**src/rtl/lav_pkg.sv**
```systemverilog
// Shared types and default constants for the lavatory occupancy monitor.
package lav_pkg;

    // Per-lavatory debounce state
    typedef enum logic [1:0] {
        LAV_FREE      = 2'd0,
        LAV_LOCKING   = 2'd1,
        LAV_OCCUPIED  = 2'd2,
        LAV_UNLOCKING = 2'd3
    } lav_state_e;

    localparam int unsigned LAV_NLAV_DEF        = 3;
    localparam logic [15:0] LAV_FEMALE_MASK_DEF = 16'b0000_0000_0000_0001;
    localparam int unsigned LAV_DEB_CYC_DEF     = 4;
    localparam int unsigned LAV_OCC_LIMIT_DEF   = 200;

    // Counter widths cover the full legal parameter ranges
    localparam int unsigned LAV_DEB_W = 8;
    localparam int unsigned LAV_OCC_W = 16;

endpackage

```
**src/rtl/lav_channel.sv**
```systemverilog
// One lavatory: lock synchroniser, debounce FSM, occupancy timer and overtime flag.
module lav_channel
    import lav_pkg::*;
#(
    parameter int unsigned DEB_CYC   = LAV_DEB_CYC_DEF,
    parameter int unsigned OCC_LIMIT = LAV_OCC_LIMIT_DEF
) (
    input  logic clk_2,
    input  logic reset,
    input  logic lock_i,
    output logic occupied_o,
    output logic overtime_o
);

    localparam logic [LAV_DEB_W-1:0] DEB_LAST = LAV_DEB_W'(DEB_CYC - 1);
    localparam logic [LAV_OCC_W-1:0] OCC_MAX  = LAV_OCC_W'(OCC_LIMIT);
    // With a one-cycle debounce the first stable sample already commits the change
    localparam bit DEB_ONE = (DEB_CYC == 1);

    logic                 sync1_q, sync1_d;
    logic                 sync2_q, sync2_d;
    lav_state_e           state_q, state_d;
    logic [LAV_DEB_W-1:0] deb_cnt_q, deb_cnt_d;
    logic [LAV_OCC_W-1:0] occ_cnt_q, occ_cnt_d;
    logic                 occupied_q, occupied_d;
    logic                 overtime_q, overtime_d;
    logic                 synced;

    assign synced     = sync2_q;
    assign occupied_o = occupied_q;
    assign overtime_o = overtime_q;

    // Next-state: synchroniser shift, debounce FSM, occupancy timer
    always_comb begin
        sync1_d   = lock_i;
        sync2_d   = sync1_q;
        state_d   = state_q;
        deb_cnt_d = deb_cnt_q;
        occ_cnt_d = occ_cnt_q;

        case (state_q)
            LAV_FREE: begin
                if (synced) begin
                    if (DEB_ONE) begin
                        state_d   = LAV_OCCUPIED;
                        deb_cnt_d = '0;
                    end else begin
                        state_d   = LAV_LOCKING;
                        deb_cnt_d = LAV_DEB_W'(1);
                    end
                end
            end
            LAV_LOCKING: begin
                if (!synced) begin
                    state_d   = LAV_FREE;
                    deb_cnt_d = '0;
                end else if (deb_cnt_q == DEB_LAST) begin
                    state_d   = LAV_OCCUPIED;
                    deb_cnt_d = '0;
                end else begin
                    deb_cnt_d = deb_cnt_q + LAV_DEB_W'(1);
                end
            end
            LAV_OCCUPIED: begin
                if (!synced) begin
                    if (DEB_ONE) begin
                        state_d   = LAV_FREE;
                        deb_cnt_d = '0;
                    end else begin
                        state_d   = LAV_UNLOCKING;
                        deb_cnt_d = LAV_DEB_W'(1);
                    end
                end
            end
            LAV_UNLOCKING: begin
                if (synced) begin
                    state_d   = LAV_OCCUPIED;
                    deb_cnt_d = '0;
                end else if (deb_cnt_q == DEB_LAST) begin
                    state_d   = LAV_FREE;
                    deb_cnt_d = '0;
                end else begin
                    deb_cnt_d = deb_cnt_q + LAV_DEB_W'(1);
                end
            end
            default: begin
                state_d   = LAV_FREE;
                deb_cnt_d = '0;
            end
        endcase

        // Timer runs while occupied, saturates, and is cleared as the channel frees up
        if (state_d == LAV_FREE) begin
            occ_cnt_d = '0;
        end else if (occupied_q && (occ_cnt_q != OCC_MAX)) begin
            occ_cnt_d = occ_cnt_q + LAV_OCC_W'(1);
        end

        occupied_d = (state_d == LAV_OCCUPIED) || (state_d == LAV_UNLOCKING);
        overtime_d = (occ_cnt_d == OCC_MAX);
    end

    // State registers with synchronous reset
    always_ff @(posedge clk_2) begin
        if (reset) begin
            sync1_q    <= 1'b0;
            sync2_q    <= 1'b0;
            state_q    <= LAV_FREE;
            deb_cnt_q  <= '0;
            occ_cnt_q  <= '0;
            occupied_q <= 1'b0;
            overtime_q <= 1'b0;
        end else begin
            sync1_q    <= sync1_d;
            sync2_q    <= sync2_d;
            state_q    <= state_d;
            deb_cnt_q  <= deb_cnt_d;
            occ_cnt_q  <= occ_cnt_d;
            occupied_q <= occupied_d;
            overtime_q <= overtime_d;
        end
    end

endmodule

```
**src/rtl/lavatory_monitor.sv**
```systemverilog
// Cabin lavatory monitor: NLAV debounced channels plus registered status LEDs and counts.
module lavatory_monitor
    import lav_pkg::*;
#(
    parameter int unsigned       NLAV        = LAV_NLAV_DEF,
    parameter logic [NLAV-1:0]   FEMALE_MASK = LAV_FEMALE_MASK_DEF[NLAV-1:0],
    parameter int unsigned       DEB_CYC     = LAV_DEB_CYC_DEF,
    parameter int unsigned       OCC_LIMIT   = LAV_OCC_LIMIT_DEF
) (
    input  logic                        clk_2,
    input  logic                        reset,
    input  logic [NLAV-1:0]             lock,
    output logic [NLAV-1:0]             occupied,
    output logic [NLAV-1:0]             overtime,
    output logic                        led_female,
    output logic                        led_male,
    output logic [$clog2(NLAV+1)-1:0]   free_count,
    output logic                        overtime_pulse
);

    localparam int unsigned CNT_W = $clog2(NLAV + 1);
    // Men's LED can only ever light if some lavatory is not women-only
    localparam logic LED_MALE_RST = (FEMALE_MASK != {NLAV{1'b1}});

    logic             led_female_q, led_female_d;
    logic             led_male_q, led_male_d;
    logic [CNT_W-1:0] free_count_q, free_count_d;
    logic             overtime_pulse_q, overtime_pulse_d;
    logic [NLAV-1:0]  overtime_prev_q, overtime_prev_d;

    for (genvar i = 0; i < NLAV; i++) begin : g_ch
        lav_channel #(
            .DEB_CYC   (DEB_CYC),
            .OCC_LIMIT (OCC_LIMIT)
        ) u_ch (
            .clk_2      (clk_2),
            .reset      (reset),
            .lock_i     (lock[i]),
            .occupied_o (occupied[i]),
            .overtime_o (overtime[i])
        );
    end

    // Aggregate free count, LED requests and overtime edge detection
    always_comb begin
        free_count_d     = '0;
        led_male_d       = 1'b0;
        for (int i = 0; i < NLAV; i++) begin
            if (!occupied[i]) begin
                free_count_d = free_count_d + CNT_W'(1);
                if (!FEMALE_MASK[i]) begin
                    led_male_d = 1'b1;
                end
            end
        end
        led_female_d     = (free_count_d != '0);
        overtime_pulse_d = |(overtime & ~overtime_prev_q);
        overtime_prev_d  = overtime;
    end

    // Output registers with synchronous reset to the all-free picture
    always_ff @(posedge clk_2) begin
        if (reset) begin
            led_female_q     <= 1'b1;
            led_male_q       <= LED_MALE_RST;
            free_count_q     <= CNT_W'(NLAV);
            overtime_pulse_q <= 1'b0;
            overtime_prev_q  <= '0;
        end else begin
            led_female_q     <= led_female_d;
            led_male_q       <= led_male_d;
            free_count_q     <= free_count_d;
            overtime_pulse_q <= overtime_pulse_d;
            overtime_prev_q  <= overtime_prev_d;
        end
    end

    assign led_female     = led_female_q;
    assign led_male       = led_male_q;
    assign free_count     = free_count_q;
    assign overtime_pulse = overtime_pulse_q;

endmodule
```
**config.mk**
```make
export PLATFORM = sky130hd
export DESIGN_NAME = lavatory_monitor
export DESIGN_NICKNAME = d
export VERILOG_FILES = /design/src/rtl/lav_pkg.sv /design/src/rtl/lav_channel.sv /design/src/rtl/lavatory_monitor.sv
export SDC_FILE = /design/constraint.sdc
export NUM_CORES = 1
export LEC_CHECK = 0
export ABC_AREA = 1
export CAP_MARGIN = 20
export CORE_MARGIN = 1
export CORE_UTILIZATION = 50
export CTS_CLUSTER_DIAMETER = 40
export CTS_CLUSTER_SIZE = 16
export DETAILED_ROUTE_END_ITERATION = 6
export HOLD_SLACK_MARGIN = 0.02
export PLACE_DENSITY = 0.77
export SYNTH_ARGS = -nofsm -noshare
export SYNTH_HDL_FRONTEND = slang
export SYNTH_SLANG_ARGS = --single-unit
export TNS_END_PERCENT = 1
```
**constraint.sdc**
```tcl
create_clock -name clk_2 -period 4.5 [get_ports clk_2]
set_clock_uncertainty 0.1 [all_clocks]
set_input_delay 1.125 -clock clk_2 [delete_from_list [all_inputs] [get_ports clk_2]]
set_output_delay 1.125 -clock clk_2 [all_outputs]
set_load 0.02 [all_outputs]
```
==> run_results.csv, run 1 <==
group,metric,value,unit
pwr,power_frac_comb,0.024,
global_routing,grt_start_max_net_pins,67,
place,routabilityCongestion,0.8901,
layout,final_cell_area,5954,µm²
floorplanning,ios,16,
layout,layout-drive-gt1-share,0.05815,
sta,totalNegativeSetupSlack,0,ns
layout,final_cells,1017,
floorplanning,die_height,107.6,µm
place,port-buffer-count,15,
yosys,synth_largest_area_cell,"sky130_fd_sc_hd__dfxtp_1",
sta,highest_clock_rate,336.1,MHz
route,drt-total-wl,11.43,mm
clock_tree,worst_skew_pair.late_latency,0.37,ns
global_routing,groute.layer.met2.usage,0.3480,
route,detail_route.drc_violations,0,
yosys,seq_area_frac_synth,0.3521,
floorplanning,core,10840,µm²
pwr,clockPowerShare,0.410,
pwr,worst_ir_drop_vdd,0.1248,mV
yosys,postSynthNetCount,885,
pwr,power.switching_fraction,0.2180,
clock_tree,hold_buffers,0,
clock_tree,cts_tree,"yes",
clock_tree,cts_resized,0,
floorplanning,die_w,107.6,µm
pwr,share_seq_of_total_power,0.567,
floorplanning,row_count,38,
pwr,p_leak,2.423,nW
clock_tree,cts.path.max_buffers,2,
yosys,synthesized_instance_count,869,
global_routing,grt_remaining_overflow,0,
route,post_detailed_route_wirelength_per_cell,11.24,µm
route,detailroute.via_count,5070,
setup_path,critical_path.cell_chain,"clkdlybuf4s50_1",
clock_tree,cts.root.buffer_cell,"sky130_fd_sc_hd__clkbuf_8",
clock_tree,setup_bufs_post_cts,0,
run,cap_violations,0,
worst_hold_path,hp-class,"register to register",
clock_tree,h-tree-depth,3,
place,placed_cell_count,1001,
place,postPlaceCellArea,5736,µm²
setup_path,cp_slowest_stage_delay,0.71,ns
floorplanning,initial_standard_cell_utilization_of_the_core,0.5140,
global_routing,gr-usage-all-layers,0.2092,
yosys,syn-mean-instance-area,6.412,µm²
sta,worst_slew_pin_slew,0.7038,ns
sta,timing.final.max_slew_violations,0,
clock_tree,cts.clk_slew.worst_paths,0.09,ns
clock_tree,cts.sinks,98,
floorplanning,die_area,11570,µm²
route,firstDrtPassIters,5,
place,post-dp-hpwl,8.197,mm
pwr,internal_power,0.001207,W
layout,synthToLayoutAreaGrowth,6.872,%
yosys,synth_seq_cells,98,
global_routing,busiest_layer,"met2",
yosys,netlist_top_cells_area,"sky130_fd_sc_hd__dfxtp_1 (35%), sky130_fd_sc_hd__nand2_1 (16%), sky130_fd_sc_hd__nor2_1 (10%)",
route,drtAntennaViolNets,0,
yosys,netlist-cell-type-count,39,
clock_tree,inserted_clock_buffers,9,
sta,period_needed,2.975,ns
setup_path,largest_fanout_of_any_net_on_the_critical_path,14,
setup_path,worstSetupStartpointType,"register",
sta,rsz_0062_raised_after_global_routing,"false",
route,number_of_vias_per_cell,4.985,
global_routing,antenna_found_initial,0,
sta,final_hold_viol_count,0,
outcome,status,"finished clean",
setup_path,critical_path_buf_inv_count,1,
setup_path,crit_type,"register to primary output",
pwr,p_per_area,259.2,nW/µm²
layout,nets,888,
global_routing,groute.layer.met3.usage,0.02421,
setup_path,worstSetupEndpointType,"primary output",
setup_path,crit_arrival,1.75,ns
global_routing,grt_pass1_vias,4469,
worst_hold_path,worst_hold_startpoint,"g_ch[0].u_ch.sync1_q",
route,drt_iter0_drc,454,
setup_path,critPathLaunch,"g_ch[2].u_ch.occupied_o",
setup_path,worst_path_dominant_cell_family,"buffers and inverters",
sta,finalSetupViolCount,0,
setup_path,timing.critical_path.slowest_stage_cell,"sky130_fd_sc_hd__clkdlybuf4s50_1",
setup_path,worstPathRequired,3.27,ns
setup_path,crit-reg2reg-launch,"g_ch[1].u_ch.deb_cnt_q[0]",
layout,num_antenna_cells,0,
global_routing,grt_use_met1,0.2717,
yosys,yosysTopAreaCellShare,0.3521,
sta,max_slew_margin,0.5308,
yosys,netlist_area,5572,µm²
pwr,switching_power,0.0003365,W
yosys,ys.warnings.count,0,
sta,finalCritPeriodShare,0.6611,
global_routing,wire_length_of_the_first_global_routing_pass,19.43,mm
==> state kept, by name, indices dropped and copies added, names as in the netlist <==
| signal | count |
|---|---|
| free_count | 2 |
| g_ch.u_ch.deb_cnt_q | 24 |
| g_ch.u_ch.occ_cnt_q | 48 |
| g_ch.u_ch.occupied_o | 3 |
| g_ch.u_ch.overtime_o | 3 |
| g_ch.u_ch.state_q | 6 |
| g_ch.u_ch.sync1_q | 3 |
| g_ch.u_ch.sync2_q | 3 |
| led_female | 1 |
| led_male | 1 |
| overtime_prev_q | 3 |
| overtime_pulse | 1 |
==> synthesized netlist by cell type <==
cell type,n
sky130_fd_sc_hd__buf_4,7
sky130_fd_sc_hd__nor2_2,8
sky130_fd_sc_hd__xnor2_1,11
sky130_fd_sc_hd__xor2_2,1
sky130_fd_sc_hd__or2_2,1
sky130_fd_sc_hd__a21oi_1,25
sky130_fd_sc_hd__a221oi_1,4
sky130_fd_sc_hd__nand3_1,74
sky130_fd_sc_hd__buf_8,1
sky130_fd_sc_hd__a2111oi_0,3
sky130_fd_sc_hd__buf_12,1
sky130_fd_sc_hd__buf_6,2
sky130_fd_sc_hd__o21ai_0,23
sky130_fd_sc_hd__buf_2,4
sky130_fd_sc_hd__nand2_1,243
sky130_fd_sc_hd__xor2_1,12
sky130_fd_sc_hd__nand2_2,11
sky130_fd_sc_hd__inv_1,105
sky130_fd_sc_hd__clkinv_1,3
sky130_fd_sc_hd__and2_1,2
sky130_fd_sc_hd__nor2_4,1
sky130_fd_sc_hd__a32oi_1,2
sky130_fd_sc_hd__nand2_4,5
sky130_fd_sc_hd__o22ai_1,2
sky130_fd_sc_hd__a211oi_1,2
sky130_fd_sc_hd__and3_1,1
sky130_fd_sc_hd__nand4_1,14
sky130_fd_sc_hd__ha_1,11
sky130_fd_sc_hd__nand3_2,2
sky130_fd_sc_hd__inv_2,3
sky130_fd_sc_hd__nor3b_1,1
sky130_fd_sc_hd__inv_6,1
sky130_fd_sc_hd__nand2_8,1
sky130_fd_sc_hd__clkbuf_1,9
sky130_fd_sc_hd__nor3_1,17
sky130_fd_sc_hd__nand3b_1,2
sky130_fd_sc_hd__nor2_1,153
sky130_fd_sc_hd__dfxtp_1,98
sky130_fd_sc_hd__o21ai_1,3
==> path summary, 6_finish.rpt <==
check | end | slack (ns) | cells past startpoint
worst max-delay path | occupied[2] | 1.53 | 1
worst min-delay path | g_ch[0].u_ch.sync2_q | 0.31 | 2
worst max register to register | g_ch[1].u_ch.overtime_o | 2.33 | 12
worst min register to register | g_ch[0].u_ch.sync2_q | 0.31 | 2
==> per-layer routing <==
layer,wire length (µm),vias up
li1,-,2729
met1,5715,2241
met2,5159,80
met3,321,20
met4,233,0
met5,0,-
==> through the flow <==
stage / power [W] / hold slack [ns] / setup WS (ns) / util
2_1_floorplan: 0.0009197 / 0.2883 / 2.541 / -
3_3_place_gp: 0.0009310 / 0.2971 / 1.949 / 0.5291
3_5_place_dp: 0.0009314 / 0.2958 / 1.940 / 0.5291
4_1_cts: 0.001563 / 0.3089 / 1.523 / 0.5493
5_1_grt: 0.001599 / 0.3298 / 1.462 / 0.5493
6_report: 0.001543 / 0.3070 / 1.525 / 0.5493
==> cells by family after synthesis <==
kind of cell	share of synthesized area
AO/OA/AOI/OAI	0.06490
XOR/XNOR	0.03907
adder cells (fa/ha/maj)	0.02470
buffers and inverters	0.1058
flip-flops	0.3521
AND/OR/NAND/NOR	0.4134
==> power groups by stage <==
stage,clock network (W),logic (W),registers (W)
2_1_floorplan,0,0.0000257,0.000894
3_3_place_gp,0,0.0000365,0.000895
3_5_place_dp,0,0.0000366,0.000895
4_1_cts,0.000652,0.0000368,0.000874
5_1_grt,0.000683,0.0000410,0.000875
6_report,0.000633,0.0000363,0.000874
==> cell usage in the layout (no fill, tap or decap), types with 2 or more instances in the layout <==
master,instances
sky130_fd_sc_hd__dfxtp_1,98
sky130_fd_sc_hd__clkdlybuf4s50_1,14
sky130_fd_sc_hd__nand2_1,243
sky130_fd_sc_hd__inv_2,3
sky130_fd_sc_hd__nand2_4,5
sky130_fd_sc_hd__a2111oi_0,3
sky130_fd_sc_hd__nand2_2,11
sky130_fd_sc_hd__clkbuf_8,10
sky130_fd_sc_hd__clkinv_1,3
sky130_fd_sc_hd__o21ai_1,3
sky130_fd_sc_hd__a221oi_1,4
sky130_fd_sc_hd__o22ai_1,2
sky130_fd_sc_hd__bufinv_16,2
sky130_fd_sc_hd__nand3_2,2
sky130_fd_sc_hd__nor2_2,8
sky130_fd_sc_hd__nand4_1,14
sky130_fd_sc_hd__o21ai_0,23
sky130_fd_sc_hd__and2_1,2
sky130_fd_sc_hd__ha_1,11
sky130_fd_sc_hd__a211oi_1,2
sky130_fd_sc_hd__clkinv_2,2
sky130_fd_sc_hd__xor2_1,12
sky130_fd_sc_hd__a32oi_1,2
sky130_fd_sc_hd__nor2_1,153
sky130_fd_sc_hd__inv_1,105
sky130_fd_sc_hd__nor3_1,17
sky130_fd_sc_hd__nand3_1,74
sky130_fd_sc_hd__xnor2_1,11
sky130_fd_sc_hd__a21oi_1,25
sky130_fd_sc_hd__nand3b_1,2
==> cell type report <==
type                       count  area, µm²
clock buffer                  11      141.4
tap                          140      175.2
clock inverter                 5      77.57
multi-input combinational    635       3020
fill                        1094       4886
timing repair buffer          16      152.6
sequential                    98       1962
inverter                     112      425.4
No activity file was read; power rests on OpenSTA's default activity.
==> run 2: changes to the inputs <==
- PLACE_DENSITY: 0.77 -> 0.79
- clock period: 4.5 -> 2.7 ns (I/O delays scaled with it)
==> run 2 against run 1 <==
Compared with the run above: hold slack improved by 0.0014 ns; flip-flop and latch count unchanged; sequential share of layout area decreased by 0.23 points; core utilization increased by 0.39 points; routed wire length increased by 2.7%; combinational power increased by 77%; power increased by 69%; global-route usage increased by 0.74 points; final cell count increased by 0.49%; sequential power increased by 67%; setup slack got worse by 0.98 ns; critical endpoint is now overtime[0]; largest cell class unchanged; highest routed layer unchanged.
==> run_results.csv, run 2 (synthesized netlist as in run 1, its figures left out) <==
group,metric,value,unit
outcome,status,"finished clean",
layout,most-common-layout-cells,"sky130_fd_sc_hd__nand2_1 (243), sky130_fd_sc_hd__nor2_1 (153), sky130_fd_sc_hd__inv_1 (105), sky130_fd_sc_hd__dfxtp_1 (98), sky130_fd_sc_hd__nand3_1 (74)",
pwr,switching_power,0.0006095,W
floorplanning,die_w,107.6,µm
run,cap_violations,0,
setup_path,crit-reg2reg-launch,"g_ch[1].u_ch.deb_cnt_q[0]",
setup_path,timing.reg2reg.worst_path_depth,12,
layout,final_cells,1022,
setup_path,timing.critical_path.slowest_stage_cell,"sky130_fd_sc_hd__clkdlybuf4s50_1",
setup_path,crit_type,"register to primary output",
place,routabilityCongestion,0.8689,
floorplanning,initial_standard_cell_utilization_of_the_core,0.5140,
clock_tree,cts.sinks,98,
layout,num_antenna_cells,0,
floorplanning,core,10840,µm²
global_routing,grt_start_max_net_pins,48,
setup_path,critical_path_buf_inv_count,1,
global_routing,grt_pass1_vias,4748,
place,post-dp-hpwl,8.426,mm
route,drt_iter0_drc,364,
setup_path,largest_fanout_of_any_net_on_the_critical_path,2,
clock_tree,hold_buffers,0,
setup_path,worstPathRequired,1.92,ns
sta,period_needed,2.151,ns
floorplanning,die_height,107.6,µm
setup_path,worstSetupStartpointType,"register",
global_routing,wire_length_of_the_first_global_routing_pass,20.30,mm
clock_tree,cts.root.buffer_cell,"sky130_fd_sc_hd__clkbuf_8",
clock_tree,inserted_clock_buffers,9,
global_routing,grt_remaining_overflow,0,
place,port-buffer-count,15,
setup_path,crit_arrival,1.38,ns
sta,max_slew_margin,0.6494,
clock_tree,setup_bufs_post_cts,0,
route,drtAntennaViolNets,0,
sta,highest_clock_rate,465.0,MHz
route,detailroute.via_count,5172,
route,number_of_vias_per_cell,5.061,
pwr,power_frac_comb,0.025,
place,placed_cell_count,1006,
layout,largest_reg_by_ff_count,"g_ch.u_ch.occ_cnt_q",
pwr,p_leak,2.449,nW
pwr,p_per_area,435.9,nW/µm²
setup_path,regToRegEndpoint,"g_ch[1].u_ch.overtime_o",
sta,final_hold_viol_count,0,
clock_tree,h-tree-depth,3,
worst_hold_path,whs_endpoint,"g_ch[1].u_ch.sync2_q",
sta,timing.final.max_slew_violations,0,
setup_path,worstSetupEndpointType,"primary output",
worst_hold_path,hold_depth,2,
layout,synthToLayoutAreaGrowth,7.635,%
sta,totalNegativeSetupSlack,0,ns
pwr,internal_power,0.002005,W
setup_path,cp_slowest_stage_delay,0.62,ns
route,firstDrtPassIters,7,
layout,largest_registers,"g_ch.u_ch.occ_cnt_q (48), g_ch.u_ch.deb_cnt_q (24), g_ch.u_ch.state_q (6)",
worst_hold_path,worst_hold_startpoint,"g_ch[1].u_ch.sync1_q",
global_routing,gr-usage-all-layers,0.2167,
sta,finalSetupViolCount,0,
pwr,share_seq_of_total_power,0.558,
pwr,power.switching_fraction,0.2331,
setup_path,rrSetupSlack,0.61,ns
layout,nets,893,
sta,worst_slew_pin_slew,0.5259,ns
floorplanning,ios,16,
sta,rsz_0062_raised_after_global_routing,"false",
clock_tree,cts.path.max_buffers,2,
clock_tree,cts_resized,0,
clock_tree,worst_skew_pair.late_latency,0.39,ns
clock_tree,cts.clk_slew.worst_paths,0.10,ns
layout,largest_register_ffs,48,
route,post_detailed_route_wirelength_per_cell,11.48,µm
floorplanning,die_area,11570,µm²
setup_path,critical_path.cell_chain,"clkdlybuf4s50_1",
layout,commonest_non_fill_non_tap_cell_in_the_layout,"sky130_fd_sc_hd__nand2_1",
clock_tree,cts_tree,"yes",
sta,finalCritPeriodShare,0.7965,
pwr,clockPowerShare,0.418,
route,drt-total-wl,11.73,mm
layout,layout-drive-gt1-share,0.06349,
worst_hold_path,hp-class,"register to register",
pwr,worst_ir_drop_vdd,0.2967,mV
global_routing,antenna_found_initial,0,
setup_path,worst_path_dominant_cell_family,"buffers and inverters",
floorplanning,row_count,38,
route,detail_route.drc_violations,0,
-- run 2: cell count changes in the layout (fill, tap and decap cells not counted), sizes merged --
cell and delta:
inv +3, buf +5, clkbuf -1, clkinv -2
-- run 2: metal layers --
metal	wire [µm]	global-route usage
met3	549	0.04177
met1	5737	0.2780
met4	155	0.08121
met5	0	0
met2	5290	0.3585
-- run 2: how the worst max path moves through the flow --
stage	depth (start not counted)	end	slack [ns]	startpoint
floorplan	12	g_ch[1].u_ch.overtime_o	0.98	g_ch[1].u_ch.deb_cnt_q[0]
global placement	13	g_ch[0].u_ch.overtime_o	0.71	g_ch[0].u_ch.occ_cnt_q[0]
detailed placement	12	g_ch[1].u_ch.overtime_o	0.66	g_ch[1].u_ch.deb_cnt_q[0]
CTS	1	overtime[0]	0.53	g_ch[0].u_ch.overtime_o
global route	12	g_ch[0].u_ch.overtime_o	0.27	g_ch[0].u_ch.deb_cnt_q[0]
finish	1	overtime[0]	0.55	g_ch[0].u_ch.overtime_o
-- run 2: power by group through the flow --
stage          Sequential [W]  Combinational (W)  Clock (W)
5_1_grt               0.00146          0.0000716    0.00117
6_report              0.00146          0.0000641    0.00109
2_1_floorplan         0.00149          0.0000429          0
3_3_place_gp          0.00149          0.0000641          0
4_1_cts               0.00146          0.0000649    0.00111
3_5_place_dp          0.00149          0.0000648          0
-- run 2: area by class of cell --
type,instances,area [µm²]
Clock buffer,10,127.6
Clock inverter,6,96.34
Fill cell,1091,4843
Inverter,112,425.4
Multi-Input combinational cell,635,3020
Sequential cell,98,1962
Tap cell,140,175.2
Timing Repair Buffer,21,190.2
-- run 2: metrics by stage --
stage	hold WS [ns]	total power [W]	util	cell area (µm²)	worst slack, ns
global placement	0.2949	0.001555	0.5325	5773	0.7072
CTS	0.3107	0.002635	0.5532	5997	0.5329
finish	0.3084	0.002614	0.5532	5997	0.5494
detailed placement	0.2972	0.001556	0.5325	5773	0.6576
floorplan	0.2883	0.001533	-	5572	0.9845
global route	0.3305	0.002696	0.5532	5997	0.2733
